[src/rtl/apb4_master_pkg.sv]
// Shared types and defaults for the APB4 initiator.
// Holds the FSM state encoding and the default bus/timeout sizing.
package apb4_master_pkg;

  localparam int DEF_ADDR_WIDTH     = 32;
  localparam int DEF_DATA_WIDTH     = 32;
  localparam int DEF_TIMEOUT_CYCLES = 256;

  typedef enum logic [1:0] {
    ST_IDLE   = 2'd0,
    ST_SETUP  = 2'd1,
    ST_ACCESS = 2'd2,
    ST_RESP   = 2'd3
  } apb4_mst_state_e;

  function automatic int strb_width(input int data_width);
    return data_width / 8;
  endfunction

endpackage

[src/rtl/apb4_master_if.sv]
// Request/response channel plus APB4 bus seen by the initiator.
// Signal names follow the initiator's port list; the master modport is the initiator's view.
interface apb4_master_if #(
  parameter int ADDR_WIDTH = 32,
  parameter int DATA_WIDTH = 32
);
  localparam int STRB_WIDTH = DATA_WIDTH / 8;

  // Both channels use valid/ready: a beat transfers on the rising clock edge
  // where valid and ready are both high; valid may not wait on ready.
  logic                  req_valid_i;
  logic                  req_ready_o;
  logic                  req_write_i;
  logic [ADDR_WIDTH-1:0] req_addr_i;
  logic [DATA_WIDTH-1:0] req_wdata_i;
  logic [STRB_WIDTH-1:0] req_strb_i;
  logic [2:0]            req_prot_i;

  logic                  rsp_valid_o;
  logic                  rsp_ready_i;
  logic [DATA_WIDTH-1:0] rsp_rdata_o;
  logic                  rsp_err_o;
  logic                  rsp_timeout_o;

  logic [ADDR_WIDTH-1:0] paddr_o;
  logic [2:0]            pprot_o;
  logic                  psel_o;
  logic                  penable_o;
  logic                  pwrite_o;
  logic [DATA_WIDTH-1:0] pwdata_o;
  logic [STRB_WIDTH-1:0] pstrb_o;
  logic                  pready_i;
  logic [DATA_WIDTH-1:0] prdata_i;
  logic                  pslverr_i;

  modport master (
    input  req_valid_i, req_write_i, req_addr_i, req_wdata_i, req_strb_i, req_prot_i,
    output req_ready_o,
    output rsp_valid_o, rsp_rdata_o, rsp_err_o, rsp_timeout_o,
    input  rsp_ready_i,
    output paddr_o, pprot_o, psel_o, penable_o, pwrite_o, pwdata_o, pstrb_o,
    input  pready_i, prdata_i, pslverr_i
  );

  modport slave (
    output req_valid_i, req_write_i, req_addr_i, req_wdata_i, req_strb_i, req_prot_i,
    input  req_ready_o,
    input  rsp_valid_o, rsp_rdata_o, rsp_err_o, rsp_timeout_o,
    output rsp_ready_i,
    input  paddr_o, pprot_o, psel_o, penable_o, pwrite_o, pwdata_o, pstrb_o,
    output pready_i, prdata_i, pslverr_i
  );

endinterface

[src/rtl/apb4_mst_timeout.sv]
// Clearable saturating ACCESS-cycle counter; expired marks the last allowed cycle.
// LIMIT = 0 keeps expired low forever.
module apb4_mst_timeout #(
  parameter int LIMIT = 256
) (
  input  logic clk_i,
  input  logic rst_n_i,
  input  logic clear,
  input  logic enable,
  output logic expired
);

  localparam int             CW   = (LIMIT > 1) ? $clog2(LIMIT) : 1;
  localparam logic [CW-1:0]  LAST = CW'((LIMIT > 0) ? LIMIT - 1 : 0);

  logic [CW-1:0] count;

  always_ff @(posedge clk_i or negedge rst_n_i) begin
    if (!rst_n_i)                     count <= '0;
    else if (clear)                   count <= '0;
    else if (enable && count != LAST) count <= count + 1'b1;
  end

  // The count equals the index of the current ACCESS cycle, so the flag is
  // high during the LIMIT-th cycle of a stalled transfer.
  assign expired = (LIMIT != 0) && (count == LAST);

endmodule

[src/rtl/dffer.sv]
// Enable register with asynchronous active-low reset to a parameterised value.
module dffer #(
  parameter int               WIDTH   = 1,
  parameter logic [WIDTH-1:0] RST_VAL = '0
) (
  input  logic             clk_i,
  input  logic             rst_n_i,
  input  logic             en,
  input  logic [WIDTH-1:0] d,
  output logic [WIDTH-1:0] q
);

  always_ff @(posedge clk_i or negedge rst_n_i) begin
    if (!rst_n_i)  q <= RST_VAL;
    else if (en)   q <= d;
  end

endmodule

[src/rtl/apb4_master.sv]
// APB4 initiator: turns one valid/ready request into a single APB4 transfer
// and returns a response carrying read data, slave error and timeout status.
module apb4_master
  import apb4_master_pkg::*;
#(
  parameter int ADDR_WIDTH     = DEF_ADDR_WIDTH,
  parameter int DATA_WIDTH     = DEF_DATA_WIDTH,
  parameter int TIMEOUT_CYCLES = DEF_TIMEOUT_CYCLES
) (
  input  logic            clk_i,
  input  logic            rst_n_i,
  apb4_master_if.master   bus,
  output apb4_mst_state_e dbg_state
);

  localparam int STRB_WIDTH = strb_width(DATA_WIDTH);

  apb4_mst_state_e state;
  logic            req_ready;
  logic            psel;
  logic            penable;
  logic            rsp_valid;

  logic            req_fire;
  logic            in_access;
  logic            access_done;
  logic            expired;

  assign req_fire    = req_ready && bus.req_valid_i;
  assign in_access   = (state == ST_ACCESS);
  assign access_done = in_access && (bus.pready_i || expired);

  apb4_mst_timeout #(
    .LIMIT(TIMEOUT_CYCLES)
  ) u_timeout (
    .clk_i   (clk_i),
    .rst_n_i (rst_n_i),
    .clear   (state == ST_SETUP),
    .enable  (in_access && !bus.pready_i),
    .expired (expired)
  );

  always_ff @(posedge clk_i or negedge rst_n_i) begin
    if (!rst_n_i) begin
      state     <= ST_IDLE;
      req_ready <= 1'b1;
      psel      <= 1'b0;
      penable   <= 1'b0;
      rsp_valid <= 1'b0;
    end else begin
      case (state)
        ST_IDLE: begin
          if (req_fire) begin
            state     <= ST_SETUP;
            req_ready <= 1'b0;
            psel      <= 1'b1;
          end
        end
        ST_SETUP: begin
          state   <= ST_ACCESS;
          penable <= 1'b1;
        end
        ST_ACCESS: begin
          if (access_done) begin
            state     <= ST_RESP;
            psel      <= 1'b0;
            penable   <= 1'b0;
            rsp_valid <= 1'b1;
          end
        end
        ST_RESP: begin
          if (bus.rsp_ready_i) begin
            state     <= ST_IDLE;
            rsp_valid <= 1'b0;
            req_ready <= 1'b1;
          end
        end
        default: state <= ST_IDLE;
      endcase
    end
  end

  // APB request fields load once at acceptance and then hold; reads carry
  // zero data and strobes on the bus.
  logic [ADDR_WIDTH-1:0] paddr;
  logic                  pwrite;
  logic [DATA_WIDTH-1:0] pwdata;
  logic [STRB_WIDTH-1:0] pstrb;
  logic [2:0]            pprot;
  logic [DATA_WIDTH-1:0] wdata_d;
  logic [STRB_WIDTH-1:0] strb_d;

  assign wdata_d = bus.req_write_i ? bus.req_wdata_i : '0;
  assign strb_d  = bus.req_write_i ? bus.req_strb_i  : '0;

  dffer #(.WIDTH(ADDR_WIDTH)) u_paddr (
    .clk_i(clk_i), .rst_n_i(rst_n_i), .en(req_fire), .d(bus.req_addr_i), .q(paddr)
  );
  dffer #(.WIDTH(1)) u_pwrite (
    .clk_i(clk_i), .rst_n_i(rst_n_i), .en(req_fire), .d(bus.req_write_i), .q(pwrite)
  );
  dffer #(.WIDTH(DATA_WIDTH)) u_pwdata (
    .clk_i(clk_i), .rst_n_i(rst_n_i), .en(req_fire), .d(wdata_d), .q(pwdata)
  );
  dffer #(.WIDTH(STRB_WIDTH)) u_pstrb (
    .clk_i(clk_i), .rst_n_i(rst_n_i), .en(req_fire), .d(strb_d), .q(pstrb)
  );
  dffer #(.WIDTH(3)) u_pprot (
    .clk_i(clk_i), .rst_n_i(rst_n_i), .en(req_fire), .d(bus.req_prot_i), .q(pprot)
  );

  // Response fields load on the last ACCESS cycle; pready wins over expiry,
  // so a missing pready there can only mean a timeout.
  logic [DATA_WIDTH-1:0] rdata_d;
  logic                  err_d;
  logic                  timeout_d;
  logic [DATA_WIDTH-1:0] rsp_rdata;
  logic                  rsp_err;
  logic                  rsp_timeout;

  assign rdata_d   = (bus.pready_i && !pwrite) ? bus.prdata_i : '0;
  assign err_d     = bus.pready_i ? bus.pslverr_i : 1'b1;
  assign timeout_d = !bus.pready_i;

  dffer #(.WIDTH(DATA_WIDTH)) u_rsp_rdata (
    .clk_i(clk_i), .rst_n_i(rst_n_i), .en(access_done), .d(rdata_d), .q(rsp_rdata)
  );
  dffer #(.WIDTH(1)) u_rsp_err (
    .clk_i(clk_i), .rst_n_i(rst_n_i), .en(access_done), .d(err_d), .q(rsp_err)
  );
  dffer #(.WIDTH(1)) u_rsp_timeout (
    .clk_i(clk_i), .rst_n_i(rst_n_i), .en(access_done), .d(timeout_d), .q(rsp_timeout)
  );

  assign bus.req_ready_o   = req_ready;
  assign bus.rsp_valid_o   = rsp_valid;
  assign bus.rsp_rdata_o   = rsp_rdata;
  assign bus.rsp_err_o     = rsp_err;
  assign bus.rsp_timeout_o = rsp_timeout;
  assign bus.paddr_o       = paddr;
  assign bus.pprot_o       = pprot;
  assign bus.psel_o        = psel;
  assign bus.penable_o     = penable;
  assign bus.pwrite_o      = pwrite;
  assign bus.pwdata_o      = pwdata;
  assign bus.pstrb_o       = pstrb;
  assign dbg_state         = state;

endmodule

[src/flat_wrapper.sv]
// flat-port wrapper written by rule: the top's interface ports become plain ports
module apb4_master_flat import apb4_master_pkg::*;
#(
  parameter int ADDR_WIDTH     = DEF_ADDR_WIDTH,
  parameter int DATA_WIDTH     = DEF_DATA_WIDTH,
  parameter int TIMEOUT_CYCLES = DEF_TIMEOUT_CYCLES
)
  (clk_i, rst_n_i, dbg_state, bus_req_valid_i, bus_req_write_i, bus_req_addr_i, bus_req_wdata_i, bus_req_strb_i, bus_req_prot_i, bus_req_ready_o, bus_rsp_valid_o, bus_rsp_rdata_o, bus_rsp_err_o, bus_rsp_timeout_o, bus_rsp_ready_i, bus_paddr_o, bus_pprot_o, bus_psel_o, bus_penable_o, bus_pwrite_o, bus_pwdata_o, bus_pstrb_o, bus_pready_i, bus_prdata_i, bus_pslverr_i);
  apb4_master_if #(.ADDR_WIDTH(ADDR_WIDTH), .DATA_WIDTH(DATA_WIDTH)) bus_i ();
  input  logic clk_i;
  input  logic rst_n_i;
  output apb4_mst_state_e dbg_state;
  input wire logic [$bits(bus_i.req_valid_i)-1:0] bus_req_valid_i;
  input wire logic [$bits(bus_i.req_write_i)-1:0] bus_req_write_i;
  input wire logic [$bits(bus_i.req_addr_i)-1:0] bus_req_addr_i;
  input wire logic [$bits(bus_i.req_wdata_i)-1:0] bus_req_wdata_i;
  input wire logic [$bits(bus_i.req_strb_i)-1:0] bus_req_strb_i;
  input wire logic [$bits(bus_i.req_prot_i)-1:0] bus_req_prot_i;
  output wire logic [$bits(bus_i.req_ready_o)-1:0] bus_req_ready_o;
  output wire logic [$bits(bus_i.rsp_valid_o)-1:0] bus_rsp_valid_o;
  output wire logic [$bits(bus_i.rsp_rdata_o)-1:0] bus_rsp_rdata_o;
  output wire logic [$bits(bus_i.rsp_err_o)-1:0] bus_rsp_err_o;
  output wire logic [$bits(bus_i.rsp_timeout_o)-1:0] bus_rsp_timeout_o;
  input wire logic [$bits(bus_i.rsp_ready_i)-1:0] bus_rsp_ready_i;
  output wire logic [$bits(bus_i.paddr_o)-1:0] bus_paddr_o;
  output wire logic [$bits(bus_i.pprot_o)-1:0] bus_pprot_o;
  output wire logic [$bits(bus_i.psel_o)-1:0] bus_psel_o;
  output wire logic [$bits(bus_i.penable_o)-1:0] bus_penable_o;
  output wire logic [$bits(bus_i.pwrite_o)-1:0] bus_pwrite_o;
  output wire logic [$bits(bus_i.pwdata_o)-1:0] bus_pwdata_o;
  output wire logic [$bits(bus_i.pstrb_o)-1:0] bus_pstrb_o;
  input wire logic [$bits(bus_i.pready_i)-1:0] bus_pready_i;
  input wire logic [$bits(bus_i.prdata_i)-1:0] bus_prdata_i;
  input wire logic [$bits(bus_i.pslverr_i)-1:0] bus_pslverr_i;
  assign bus_i.req_valid_i = bus_req_valid_i;
  assign bus_i.req_write_i = bus_req_write_i;
  assign bus_i.req_addr_i = bus_req_addr_i;
  assign bus_i.req_wdata_i = bus_req_wdata_i;
  assign bus_i.req_strb_i = bus_req_strb_i;
  assign bus_i.req_prot_i = bus_req_prot_i;
  assign bus_req_ready_o = bus_i.req_ready_o;
  assign bus_rsp_valid_o = bus_i.rsp_valid_o;
  assign bus_rsp_rdata_o = bus_i.rsp_rdata_o;
  assign bus_rsp_err_o = bus_i.rsp_err_o;
  assign bus_rsp_timeout_o = bus_i.rsp_timeout_o;
  assign bus_i.rsp_ready_i = bus_rsp_ready_i;
  assign bus_paddr_o = bus_i.paddr_o;
  assign bus_pprot_o = bus_i.pprot_o;
  assign bus_psel_o = bus_i.psel_o;
  assign bus_penable_o = bus_i.penable_o;
  assign bus_pwrite_o = bus_i.pwrite_o;
  assign bus_pwdata_o = bus_i.pwdata_o;
  assign bus_pstrb_o = bus_i.pstrb_o;
  assign bus_i.pready_i = bus_pready_i;
  assign bus_i.prdata_i = bus_prdata_i;
  assign bus_i.pslverr_i = bus_pslverr_i;
  apb4_master #(.ADDR_WIDTH(ADDR_WIDTH), .DATA_WIDTH(DATA_WIDTH), .TIMEOUT_CYCLES(TIMEOUT_CYCLES)) u_core (.clk_i(clk_i), .rst_n_i(rst_n_i), .bus(bus_i), .dbg_state(dbg_state));
endmodule
[config.mk]
export PLATFORM = sky130hd
export DESIGN_NAME = apb4_master_flat
export DESIGN_NICKNAME = d
export VERILOG_FILES = /design/src/rtl/apb4_master_pkg.sv /design/src/rtl/apb4_master_if.sv /design/src/rtl/apb4_mst_timeout.sv /design/src/rtl/dffer.sv /design/src/rtl/apb4_master.sv /design/src/flat_wrapper.sv
export SDC_FILE = /design/constraint.sdc
export NUM_CORES = 1
export LEC_CHECK = 0
export ABC_CLOCK_PERIOD_IN_PS = 2050
export CAP_MARGIN = 10
export CORE_ASPECT_RATIO = 0.75
export CORE_MARGIN = 2
export CORE_UTILIZATION = 38
export DETAILED_ROUTE_END_ITERATION = 10
export PLACE_DENSITY = 0.84
export SLEW_MARGIN = 40
export SYNTH_ARGS = -nofsm -noshare
export SYNTH_HDL_FRONTEND = slang
export SYNTH_SLANG_ARGS = --single-unit
[constraint.sdc]
create_clock -name clk_i -period 2.05 [get_ports clk_i]
set_input_delay 0.205 -clock clk_i [delete_from_list [all_inputs] [get_ports clk_i]]
set_output_delay 0.205 -clock clk_i [all_outputs]
set_load 0.005 [all_outputs]
==> results.cfg <==
[status]
status = finished clean

[pwr]
ir_drop_v = 0.0008001
p_int_mw = 7.961
p_leak_nw = 3.452
p_sw_mw = 3.062
swShare_pct = 27.78
clkPwrFrac_pct = 29.4
p_seq_share_pct = 34.6
pwr-share-comb_pct = 35.9
p_per_area_nw_per_um2 = 1386
p_total_mw = 11.02

[grt]
grt_max_degree = 71
grt_pass1_vias = 4189
grt_antenna_before_repair = 0
grt.overflow.total = 0
grt.total_usage_pct = 18.59
grt_pass1_wl_um = 20220

[logic_synthesis]
synth_common_cells = nand2_1 (147), dfrtp_1 (119), o21ai_0 (40)
synth_area_um2 = 4875
synthCells = 465
synth_nets = 581
syn_area_per_cell_um2 = 10.48
yosysSeqAreaShare_pct = 61.63
synth_seq_cells = 120
yosys.area.top_type = dfrtp_1
synthTopCellsByArea = dfrtp_1 (61%), nand2_1 (11%), mux2_2 (8.5%)
yosysMostFrequentCell = nand2_1
synth_flop_cell = dfrtp_1
synthArstFlopShare_pct = 100.0
synth_top_area_share_pct = 61.09
synth-edff-count = 0
yosysWarnings = 0
synthDistinctLibCells = 36

[detailed_routing]
routed_wl_um = 12570
antenna_left = 0
drt-pass1-iter-count = 4
wl_per_cell_um = 14.53
drcViolationCount = 0
drt-initial-drc-count = 186
routed-via-count = 4067
vias_per_cell = 4.702

[timing]
finalCritPeriodShare_pct = 94.64
finalHoldViolCount = 0
setup_viol = 0
worst_slew_pin_slew_ps = 530.6
post-route-min-period_ps = 1940
rsz0062_at_grt = no
setup_tns_ps = 0
maxSlewHeadroom_pct = 64.63
fmax_ghz = 0.5154
fin_skew_ps = 8.932
slew_violations = 0
layout_setup_ws_ps = 109.9

[clock_tree]
clock_latency_ps = 400
cts_sinks = 120
cts_setup_buffers = 0
cts_root_buf = clkbuf_16
cts_tree = yes
cts_buffers = 17
clockBufferDepth = 2
cts_resized = 0
clk_pin_slew_ps = 50
cts_hold_buf = 1
htreeDepth = 4

[setup_path]
r2r-start = u_core.dbg_state[0]
worst-setup-path-type = reg -> reg
required_ps = 2360
timing.rr.end = u_core.u_timeout.count[5]
cp_slowest_cell = or4_1
slowest_delay_ps = 480
ff2ff_setup_slack_ps = 110
worst-r2r-cell-count = 6
path_buf_inv = 1
worstPathCellList = inv_1 -> ha_1 -> and2b_2 -> o21ai_2 -> or4_1 -> a21oi_1
crit_family = simple AND/OR/NAND/NOR gates
crit_path_max_fanout = 7
cp-start-kind = flip-flop
cp.arrival_ps = 2250
cp-end-kind = flip-flop

[floorplan]
chipHeight_um = 102.1
ios = 222
die_area_um2 = 13760
placementRows = 35
start_util_pct = 39.33
core_area_um2 = 12390
fp.dieW_um = 134.8

[placement]
pre_cts_ws_ps = 109.3
numPortBuffers = 221
globalplace.congestion = 0.8515
dp_hpwl_um = 9125

[worst_hold_path]
min_path_type = in -> async

[finish]
diodes = 0
utilization_pct = 64.18
area_growth_pct = 63.17
nNetsFinal = 802
final_layout_size_suffix_gt1_share_pct = 12.30

[run]
maxCapViolations = 0
==> metal layers <==
layer	share of wire [%]	up-vias	global-route usage, %
met3	7.2	22	6.300
met2	52	134	32.53
li1	-	1985	-
met1	39	1926	21.36
met5	0	-	0
met4	1.6	0	7.045
==> flip-flops by register name, indices dropped and copies added (netlist names) <==
register	count
u_core.u_pwrite.q	1
u_core.u_pprot.q	3
u_core.bus.psel_o	1
u_core.bus.penable_o	1
u_core.u_pwdata.q	32
u_core.dbg_state	2
u_core.u_paddr.q	32
u_core.u_rsp_rdata.q	32
u_core.u_rsp_err.q	1
u_core.u_rsp_timeout.q	1
u_core.bus.req_ready_o	1
u_core.u_pstrb.q	4
u_core.u_timeout.count	8
u_core.bus.rsp_valid_o	1
==> how the worst max path moves through the flow <==
stage / from / endpoint / slack (ps) / depth (start not counted)
after CTS: u_core.dbg_state[0] / u_core.u_timeout.count[5] / 120 / 6
after global placement: u_core.dbg_state[0] / u_core.u_timeout.count[5] / 250 / 6
after detailed placement: u_core.dbg_state[0] / u_core.u_timeout.count[5] / 110 / 6
after floorplan: u_core.dbg_state[0] / u_core.u_timeout.count[5] / 330 / 6
final: u_core.dbg_state[0] / u_core.u_timeout.count[5] / 110 / 6
after global routing: u_core.dbg_state[0] / u_core.u_timeout.count[5] / 20 / 6
==> through the flow <==
step	hold WS, ps	instance area, um2	cells
CTS	317.2	7954	865
floorplan	-90.59	4875	465
finish	326.4	7954	865
global placement	213.1	7291	832
global route	336.2	7954	865
detailed placement	225.9	7291	832
==> worst register-to-register path: cells and delay by family, from the launching register on <==
kind,cells,cell delay [ps]
buf+inv,1,140
compound gates,2,300
flops,1,420
fa+ha+maj,1,290
simple gates,2,710
==> power groups by stage <==
stage,logic [mW],registers [mW],clock network (mW)
global placement,3.89,3.79,0
floorplan,1.44,3.88,0
CTS,4.03,3.83,3.32
global route,4.34,3.94,3.45
finish,3.96,3.82,3.24
detailed placement,3.99,3.85,0
==> final cells by class <==
class | count | area [um2]
Inverter | 5 | 18.77
Sequential cell | 120 | 3004
Clock buffer | 20 | 456.7
Tap cell | 166 | 207.7
Fill cell | 967 | 4439
Multi-Input combinational cell | 311 | 1733
Timing Repair Buffer | 231 | 2337
Clock inverter | 12 | 196.4
==> cells by family (layout without fill, tap and decap cells) <==
family	Yosys count	count (layout)	share of synthesized area (%)
xor gates and xnor gates	3	3	0.5391
muxes	40	40	9.163
adders and majority gates	6	6	1.540
AOI/OAI and AO/OA	89	89	9.702
DFF	120	120	61.63
and+or+nand+nor	173	173	14.37
buffers and inverters	34	268	3.054
==> layout by cell type (no fill, tap or decap), drive strengths merged <==
cell type and count:
or3 1, ha 6, dlygate4sd3 1, a31oi 1, nand3 5, and4 1, nor3b 1, a211o 1
nor2b 3, buf 10, bufinv 5, mux2 37, and2b 1, or4 1, o31ai 1, and3 1
nand2b 1, a22oi 2, o31a 1, inv 6, o211ai 1, nor2 8, clkinv 6, o21ai 75
clkdlybuf4s50 220, mux2i 3, dfstp 1, a21oi 7, nor3 1, dfrtp 119, nand2 147, clkbuf 20
nand4 1, nor4 1, xor2 3
Note: power is estimated with default switching activity, not from simulation.
